==> config.mk <==
export PLATFORM = sky130hd
export DESIGN_NAME = fb_scanout
export DESIGN_NICKNAME = d
export VERILOG_FILES = /design/src/rtl/fb_scanout_pkg.sv /design/src/rtl/fb_scanout_timing.sv /design/src/rtl/fb_scanout.sv
export SDC_FILE = /design/constraint.sdc
export NUM_CORES = 1
export LEC_CHECK = 0
export BUFFER_PORTS_ARGS = -buffer_cell sky130_fd_sc_hd__buf_2
export CORE_UTILIZATION = 55
export DETAILED_ROUTE_END_ITERATION = 16
export HOLD_SLACK_MARGIN = 0.02
export PLACE_DENSITY = 0.81
export SETUP_SLACK_MARGIN = 0.4
export SYNTH_ARGS = -nofsm -noshare
export SYNTH_HDL_FRONTEND = slang
export SYNTH_SLANG_ARGS = --single-unit
==> constraint.sdc <==
create_clock -name clk -period 5 [get_ports clk]
set_clock_uncertainty 0.05 [all_clocks]
set_input_delay 1.5 -clock clk [delete_from_list [all_inputs] [get_ports clk]]
set_output_delay 1.5 -clock clk [all_outputs]
set_load 0.02 [all_outputs]
==> src/rtl/fb_scanout_pkg.sv <==
// Shared VGA 640x480@60 timing constants and RGB565 field positions for the
// framebuffer scanout path.
package fb_scanout_pkg;

  localparam int H_ACTIVE = 640;
  localparam int H_FP     = 16;
  localparam int H_SYNC   = 96;
  localparam int H_BP     = 48;
  localparam int V_ACTIVE = 480;
  localparam int V_FP     = 10;
  localparam int V_SYNC   = 2;
  localparam int V_BP     = 33;

  localparam int H_TOTAL = H_ACTIVE + H_FP + H_SYNC + H_BP;
  localparam int V_TOTAL = V_ACTIVE + V_FP + V_SYNC + V_BP;

  localparam int H_SYNC_START = H_ACTIVE + H_FP;
  localparam int H_SYNC_END   = H_SYNC_START + H_SYNC - 1;
  localparam int V_SYNC_START = V_ACTIVE + V_FP;
  localparam int V_SYNC_END   = V_SYNC_START + V_SYNC - 1;

  // RD_LATENCY must stay below CLK_DIV so fb_data settles before the next pixel tick.
  localparam int CLK_DIV    = 4;
  localparam int RD_LATENCY = 1;

  localparam int H_W    = 10;
  localparam int V_W    = 10;
  localparam int ADDR_W = 19;
  localparam int PIX_W  = 16;
  localparam int CH_W   = 4;

  // Top CH_W bits of each RGB565 field.
  localparam int R_MSB = 15;
  localparam int G_MSB = 10;
  localparam int B_MSB = 4;

  typedef struct packed {
    logic [CH_W-1:0] r;
    logic [CH_W-1:0] g;
    logic [CH_W-1:0] b;
  } rgb444_t;

endpackage

==> src/rtl/fb_scanout_timing.sv <==
// Pixel-rate divider plus horizontal/vertical fetch counters; all status
// outputs are decoded from the registered counters.
module vga_timing
  import fb_scanout_pkg::*;
#(
  parameter int P_V_ACTIVE = V_ACTIVE,
  parameter int P_V_FP     = V_FP,
  parameter int P_V_SYNC   = V_SYNC,
  parameter int P_V_BP     = V_BP
) (
  input  logic           i_clk,
  input  logic           i_rstn,
  output logic           o_pix_en,
  output logic [H_W-1:0] o_h,
  output logic [V_W-1:0] o_v,
  output logic           o_active,
  output logic           o_hs,
  output logic           o_vs,
  output logic           o_in_vblank
);

  localparam int VT    = P_V_ACTIVE + P_V_FP + P_V_SYNC + P_V_BP;
  localparam int VS0   = P_V_ACTIVE + P_V_FP;
  localparam int VS1   = VS0 + P_V_SYNC - 1;
  localparam int DIV_W = (CLK_DIV > 1) ? $clog2(CLK_DIV) : 1;

  logic [DIV_W-1:0] r_div;
  logic [H_W-1:0]   r_h;
  logic [V_W-1:0]   r_v;
  logic             w_pix_en;
  logic             w_h_last;
  logic             w_v_last;

  assign w_pix_en = (r_div == DIV_W'(CLK_DIV - 1));
  assign w_h_last = (r_h == H_W'(H_TOTAL - 1));
  assign w_v_last = (r_v == V_W'(VT - 1));

  always_ff @(posedge i_clk or negedge i_rstn) begin
    if (!i_rstn) begin
      r_div <= '0;
      r_h   <= '0;
      r_v   <= '0;
    end else begin
      r_div <= w_pix_en ? '0 : r_div + 1'b1;
      if (w_pix_en) begin
        if (w_h_last) begin
          r_h <= '0;
          r_v <= w_v_last ? '0 : r_v + 1'b1;
        end else begin
          r_h <= r_h + 1'b1;
        end
      end
    end
  end

  assign o_pix_en    = w_pix_en;
  assign o_h         = r_h;
  assign o_v         = r_v;
  assign o_active    = (r_h < H_W'(H_ACTIVE)) && (r_v < V_W'(P_V_ACTIVE));
  assign o_hs        = !((r_h >= H_W'(H_SYNC_START)) && (r_h <= H_W'(H_SYNC_END)));
  assign o_vs        = !((r_v >= V_W'(VS0)) && (r_v <= V_W'(VS1)));
  assign o_in_vblank = (r_v >= V_W'(P_V_ACTIVE));

endmodule

==> src/rtl/fb_scanout.sv <==
// Framebuffer scanout: address generation from the fetch counters, one pixel
// period of output registering for rgb/sync, and the frame_done pulse.
module fb_scanout
  import fb_scanout_pkg::*;
#(
  parameter int P_V_ACTIVE = V_ACTIVE,
  parameter int P_V_FP     = V_FP,
  parameter int P_V_SYNC   = V_SYNC,
  parameter int P_V_BP     = V_BP
) (
  input  logic              clk,
  input  logic              rstn,
  output logic [ADDR_W-1:0] fb_addr,
  input  logic [PIX_W-1:0]  fb_data,
  output logic [CH_W-1:0]   vga_r,
  output logic [CH_W-1:0]   vga_g,
  output logic [CH_W-1:0]   vga_b,
  output logic              vga_hs,
  output logic              vga_vs,
  output logic              frame_done,
  output logic              in_vblank
);

  logic           w_pix_en;
  logic [H_W-1:0] w_h;
  logic [V_W-1:0] w_v;
  logic           w_active;
  logic           w_hs;
  logic           w_vs;
  logic           w_in_vblank;

  vga_timing #(
    .P_V_ACTIVE (P_V_ACTIVE),
    .P_V_FP     (P_V_FP),
    .P_V_SYNC   (P_V_SYNC),
    .P_V_BP     (P_V_BP)
  ) u_timing (
    .i_clk       (clk),
    .i_rstn      (rstn),
    .o_pix_en    (w_pix_en),
    .o_h         (w_h),
    .o_v         (w_v),
    .o_active    (w_active),
    .o_hs        (w_hs),
    .o_vs        (w_vs),
    .o_in_vblank (w_in_vblank)
  );

  // Row base v*640 built as v*512 + v*128 so no multiplier is inferred.
  logic [ADDR_W-1:0] w_v_ext;
  logic [ADDR_W-1:0] w_row_base;

  assign w_v_ext    = ADDR_W'(w_v);
  assign w_row_base = (w_v_ext << 9) + (w_v_ext << 7);
  assign fb_addr    = w_active ? (w_row_base + ADDR_W'(w_h)) : '0;

  // The RGB565 LSBs below each 4-bit channel are intentionally dropped.
  logic w_unused_px;
  assign w_unused_px = ^{fb_data[11], fb_data[6:5], fb_data[0]};

  rgb444_t r_rgb;
  logic    r_hs_d1;
  logic    r_vs_d1;
  logic    r_frame_done;
  logic    w_frame_end;

  assign w_frame_end = w_pix_en && (w_h == H_W'(H_TOTAL - 1)) &&
                       (w_v == V_W'(P_V_ACTIVE - 1));

  // At each pixel tick the counters still hold the pixel whose data is on
  // fb_data, so gating with the current active flag keeps rgb and sync aligned.
  always_ff @(posedge clk or negedge rstn) begin
    if (!rstn) begin
      r_rgb        <= '0;
      r_hs_d1      <= 1'b1;
      r_vs_d1      <= 1'b1;
      r_frame_done <= 1'b0;
    end else begin
      r_frame_done <= w_frame_end;
      if (w_pix_en) begin
        r_hs_d1 <= w_hs;
        r_vs_d1 <= w_vs;
        if (w_active) begin
          r_rgb.r <= fb_data[R_MSB -: CH_W];
          r_rgb.g <= fb_data[G_MSB -: CH_W];
          r_rgb.b <= fb_data[B_MSB -: CH_W];
        end else begin
          r_rgb <= '0;
        end
      end
    end
  end

  assign vga_r      = r_rgb.r;
  assign vga_g      = r_rgb.g;
  assign vga_b      = r_rgb.b;
  assign vga_hs     = r_hs_d1;
  assign vga_vs     = r_vs_d1;
  assign frame_done = r_frame_done;
  assign in_vblank  = w_in_vblank;

endmodule

Word-level counts from Yosys, hierarchy flattened. Index checks and enable logic that the tools add are counted.

Bits in registers: 37. Word-level logic and storage cells: 38.

$add $sub $neg: 5. $lt $le $gt $ge: 7. Equal/unequal tests: 4. Multiplexer cells: 5. Reduce and logical (&&, ||, !) cells: 8.

Operator list (count): 10-bit by 1-bit adder with 10-bit output, second input constant (2); 10-bit == test, second input constant (2); 10-bit by 9-bit greater-or-equal comparator with 1-bit output, second input constant (2); 10-bit 2-to-1 mux (2); 19-bit by 10-bit adder with 19-bit output (1); 19-bit by 17-bit adder with 19-bit output (1); 19-bit 2-to-1 mux (1); 12-bit 2-to-1 mux (1); 10-bit by 9-bit == test with 1-bit output, second input constant (1); 10-bit greater-or-equal comparator, second input constant (1); 10-bit less-or-equal comparator, second input constant (1); 10-bit by 9-bit less-or-equal comparator with 1-bit output, second input constant (1); 10-bit less-than comparator, second input constant (1); 10-bit by 9-bit less-than comparator with 1-bit output, second input constant (1); 1-bit logical AND (5); 2-bit by 1-bit adder with 2-bit output, second input constant (1); 2-bit == test, second input constant (1); 1-bit logical NOT (2); 2-bit 2-to-1 mux (1); 2-bit AND reduction (1).

Longest topological paths before layout.
Word-level depth: 3. Depth in mapped cells: 9. Depth with buffers taken out: 9.

By module. From an unflattened synthesis, not the netlist that was laid out.

Cells, all modules: 273. Area total of the unflattened synthesis: 2539.9 um2.

By module, submodules not included: fb_scanout (instances 1, cells an instance 154, area each 1330.0 um2, seq. area each 377.9 um2); vga_timing (instances 1, cells an instance 119, area each 1209.9 um2, seq. area each 550.5 um2).

Worst setup path before layout. OpenSTA, ideal clock, no wires.

Path type: flip-flop to output port. Start: register u_timing.r_v[0], in the netlist u_timing.o_v[0]. End: output port fb_addr[17]. Arrival: 2655 ps. Required time: 3450 ps. Slack: 795 ps. Cell stages (with the launch flop): 10. Path buffers: 0. Path through: dfrtp_1 > inv_1 > fa_1 > inv_1 > ha_1 > a211oi_1 > o21bai_1 > a2111oi_0 > o311ai_0 > nand2_1.

Word-level cells in the longest chain between the ends: 3. Elaborated cells between the ends (all ways): 5. Those cells by class: add/sub: 2; order compare: 1; mux: 1; reduce/logical: 1.

RTL lines: start, declared (RTL line fb_scanout_timing.sv:29) `logic [V_W-1:0] r_v;`; start signal, assigned (RTL line fb_scanout_timing.sv:48) `r_v <= w_v_last ? '0 : r_v + 1'b1;`; 19-bit by 17-bit adder with 19-bit output / 10-bit by 9-bit less-than comparator with 1-bit output (equally long branches) (RTL line fb_scanout.sv:54, fb_scanout_timing.sv:59); 19-bit by 10-bit adder with 19-bit output / 1-bit logical AND (equally long branches) (RTL line fb_scanout.sv:55, fb_scanout_timing.sv:59); 19-bit 2-to-1 mux * (RTL line fb_scanout.sv:55) `assign fb_addr = w_active ? (w_row_base + ADDR_W'(w_h)) : '0;`; end, declared (RTL line fb_scanout.sv:13) `output logic [ADDR_W-1:0] fb_addr,`.

Mark *: on every way between the ends. The rest lies on a longest branch, timed or not.

Worst setup path after layout.
Start: register u_timing.r_v[2], in the netlist u_timing.o_v[2]. End: output port fb_addr[15].

The elaborated chain is that of the path after synthesis.

==> results by group <==
Run status
  – Status: finished, final reports clean

Worst setup path
  – Worst path slowest cell: fa_1
  – CP max FO: 5
  – CP Data Arrival Time: 2.90 ns
  – Req. time, crit path: 3.45 ns
  – CP Launch Type: flip-flop
  – Critical Path End Type: output pin
  – CP Cell Sequence: inv_1, fa_1, inv_1, ha_1, a211oi_2, buf_4, buf_4, o21ai_0, a21oi_1, xor2_1, nor2_1, buf_2
  – Crit-path max cell delay: 0.56 ns
  – Crit Path Category: flip-flop to output pin
  – Crit path from: u_timing.o_v[2]
  – Reg-to-reg startpoint: u_timing.o_v[1]

Timing
  – Worst Tran Pin Value: 0.7933 ns
  – Max Slew Vio Count: 0
  – Sum of negative setup slack: 0 ns
  – Final period util: 88.91%
  – Tmin final: 4.446 ns
  – RSZ-0062 raised after global routing: no
  – Headroom to the max-slew limit: 47.12%
  – Hold Violations, Final: 0
  – Achievable Freq: 224.9 MHz
  – Final Setup Violations: 0

Yosys
  – Post-synth ARST share: 100.0%
  – Post-synthesis sequential area ratio: 38.07%
  – Syn Area/Cell: 9.168 um2
  – Synth top area share: 35.92%
  – Most area-hungry cell type in the Yosys netlist: dfrtp_1
  – Post-Syn Area: 2439 um2
  – Main synth FF type: dfrtp_1
  – Number of synthesized flops with an enable pin: 0
  – Distinct cells, synth: 44
  – Synth warn: 0
  – Post-synthesis cell count: 266
  – Yosys reg bits: 37
  – Synth area leaders: dfrtp_1 (36%), ha_1 (13%), nand3_1 (3.9%), o21ai_1 (3.7%), inv_1 (3.7%)
  – Syn_nets: 311

Final layout
  – Area Overhead vs Synth: 17.19%
  – Fraction of layout cells with a size suffix above 1: 22.96%
  – Nets: 362
  – Inserted Diodes: 0
  – Final Instance Area: 2858 um2

Power and ir drop
  – Part of the power in registers: 56.3%
  – Clock power share: 38.9%
  – Max VDD drop: 0.1682 mV
  – Psw: 119.5 uW
  – Combinational share of power: 4.8%
  – Internal cell power: 425.5 uW
  – Leakage: 1.445 nW
  – Power per cell area: 190.7 nW/um2
  – Switching Share: 21.93%

CTS
  – Clock latency on the worst-skew pair: 0.29 ns
  – CTS tree: done
  – CTS Buffer Depth: 2
  – H-tree Lvls: 2
  – Clk Tree Root Cell: clkbuf_8
  – Num CTS Buffers: 5
  – Worst-path clk slew: 0.07 ns
  – CTS Sinks: 37

Place
  – Input/output buffers: 48
  – Final GP Congestion: 0.8074
  – Area after DPL: 2708 um2
  – Dpl hpwl: 3574 um

Drt
  – ANT nets after route: 0
  – Detailed Route WL: 5004 um
  – Initial drt markers: 158
  – Avg WL per Cell: 13.60 um
  – TritonRoute pass-1 iters: 4
  – Via/cell ratio: 5.538
  – # DRC: 0
  – Via count: 2038

Floorplan
  – Die Area: 4704 um2
  – Chip width: 68.59 um
  – Core Footprint: 4115 um2
  – Ports: 53
  – Starting Density: 59.26%
  – Num rows: 23
  – Die Y: 68.59 um

Global routing
  – Overflow after GRT: 0
  – Total track usage: 23.33%
  – Largest net degree at the start of global routing: 38
  – Vias in the first global route: 1722
  – First-pass GRT wire length: 7955 um
  – Initial antenna violation count: 0

Hold path
  – Hold Path Origin: u_timing.r_div[0]
  – HP Class: flip-flop to flip-flop

Job
  – Max cap viols: 0
-- logic make-up (layout without fill, tap and decap cells) --
group,count (synthesis),in the layout,synth area share (%)
AO/OA/AOI/OAI,53,53,13.24
XOR/XNOR,14,14,5.028
adder cells (fa/ha/maj),27,27,14.47
buffers and inverters,34,86,5.696
flip-flops,37,37,38.07
AND/OR/NAND/NOR,101,101,23.50
-- final timing paths --
check | endpoint | slack (ns) | cells after the start
hold reg to reg | u_timing.r_div[0] | 0.39 | 1
max in group asynchronous | u_timing.o_v[0] | 3.10 | 1
hold / removal | u_timing.r_div[0] | 0.39 | 1
min in group asynchronous | u_timing.o_v[7] | 1.24 | 1
setup / recovery | fb_addr[15] | 0.55 | 12
setup reg to reg | u_timing.o_v[9] | 2.90 | 7
-- placed cells by master, fill, tap and decap left out, types with 6 or more instances in the layout --
| master | synthesis | routed |
|---|---|---|
| nand3_1 | 19 | 19 |
| clkbuf_8 | 0 | 6 |
| inv_1 | 24 | 24 |
| nand2_1 | 17 | 17 |
| buf_4 | 1 | 6 |
| dfrtp_1 | 35 | 33 |
| and2_1 | 7 | 7 |
| buf_2 | 0 | 48 |
| nor2_1 | 21 | 21 |
| xnor2_1 | 10 | 10 |
| nor3_1 | 11 | 11 |
| o21ai_0 | 8 | 8 |
| ha_1 | 25 | 25 |
| o21ai_1 | 18 | 18 |
-- state kept, by name, indices dropped and copies added (netlist names) --
name	cells
u_timing.o_h	10
u_timing.r_div	2
vga_r	4
frame_done	1
vga_hs	1
vga_vs	1
vga_b	4
vga_g	4
u_timing.o_v	10
-- power by group through the flow --
| stage | combinational (mW) | sequential, mW | clock, mW |
|---|---|---|---|
| final | 0.0262 | 0.307 | 0.212 |
| after global routing | 0.0305 | 0.307 | 0.230 |
| after CTS | 0.0271 | 0.307 | 0.218 |
| after detailed placement | 0.0271 | 0.312 | 0 |
| after global placement | 0.0265 | 0.312 | 0 |
| after floorplan | 0.00382 | 0.319 | 0 |
-- worst max-delay path: cells and delay by family (launching register included) --
| kind | cells | cell delay [ns] |
|---|---|---|
| buffers and inverters | 5 | 0.58 |
| AND/OR/NAND/NOR | 1 | 0.05 |
| adder cells (fa/ha/maj) | 2 | 0.87 |
| XOR/XNOR | 1 | 0.15 |
| AO/OA/AOI/OAI | 3 | 0.55 |
| flip-flops | 1 | 0.40 |
-- routing by layer --
metal	share of wire [%]	wire, um	global-route usage (%)	vias to the layer above
met5	0	0	0	-
met4	1.3	66	5.990	0
met3	3.1	154	7.730	9
met2	50	2497	37.38	30
met1	46	2286	30.11	968
li1	-	-	-	1031
-- cell usage after synthesis, types with 2 or more instances --
| library cell | instances |
|---|---|
| nand2b_1 | 4 |
| dfrtp_1 | 35 |
| nor4_1 | 2 |
| a31oi_1 | 2 |
| nor2_1 | 21 |
| o31a_1 | 2 |
| nand3_1 | 19 |
| nor3_1 | 11 |
| xor2_1 | 4 |
| a21o_1 | 2 |
| nand4b_1 | 2 |
| o21ai_0 | 8 |
| nor2b_1 | 3 |
| nand2_1 | 17 |
| and3_1 | 2 |
| fa_1 | 2 |
| inv_1 | 24 |
| and2_1 | 7 |
| nand4_1 | 4 |
| o21ai_1 | 18 |
| dfstp_2 | 2 |
| ha_1 | 25 |
| o21a_1 | 5 |
| a211oi_1 | 3 |
| clkbuf_1 | 8 |
| a21oi_1 | 5 |
| xnor2_1 | 10 |
| o31ai_1 | 3 |
-- metrics by stage --
stage	hold slack, ns	power (mW)	setup WS (ns)	utilization, %	cells
global route	0.4158	0.5682	0.3993	69.44	368
floorplan	0.3531	0.3225	0.7950	-	266
CTS	0.3938	0.5518	0.4434	68.68	366
detailed placement	0.3856	0.3393	0.4220	65.80	356
finish	0.3948	0.5450	0.5543	69.44	368
global placement	0.3667	0.3383	0.4651	65.80	356
-- cell type report --
class	instances	area, um2
Multi-Input combinational cell	195	1399
Fill cell	330	1257
Sequential cell	37	930.9
Timing Repair Buffer	54	285.3
Clock buffer	8	90.09
Inverter	24	90.09
Tap cell	50	62.56
-- what timing repair did --
item,in CTS,in global routing
endpoints found under the setup margin,1,1
resized for setup,5,2
hold buffers,0,0
pin swaps,1,2
buffers inserted,2,2
No activity file was read; power rests on OpenSTA's default activity.
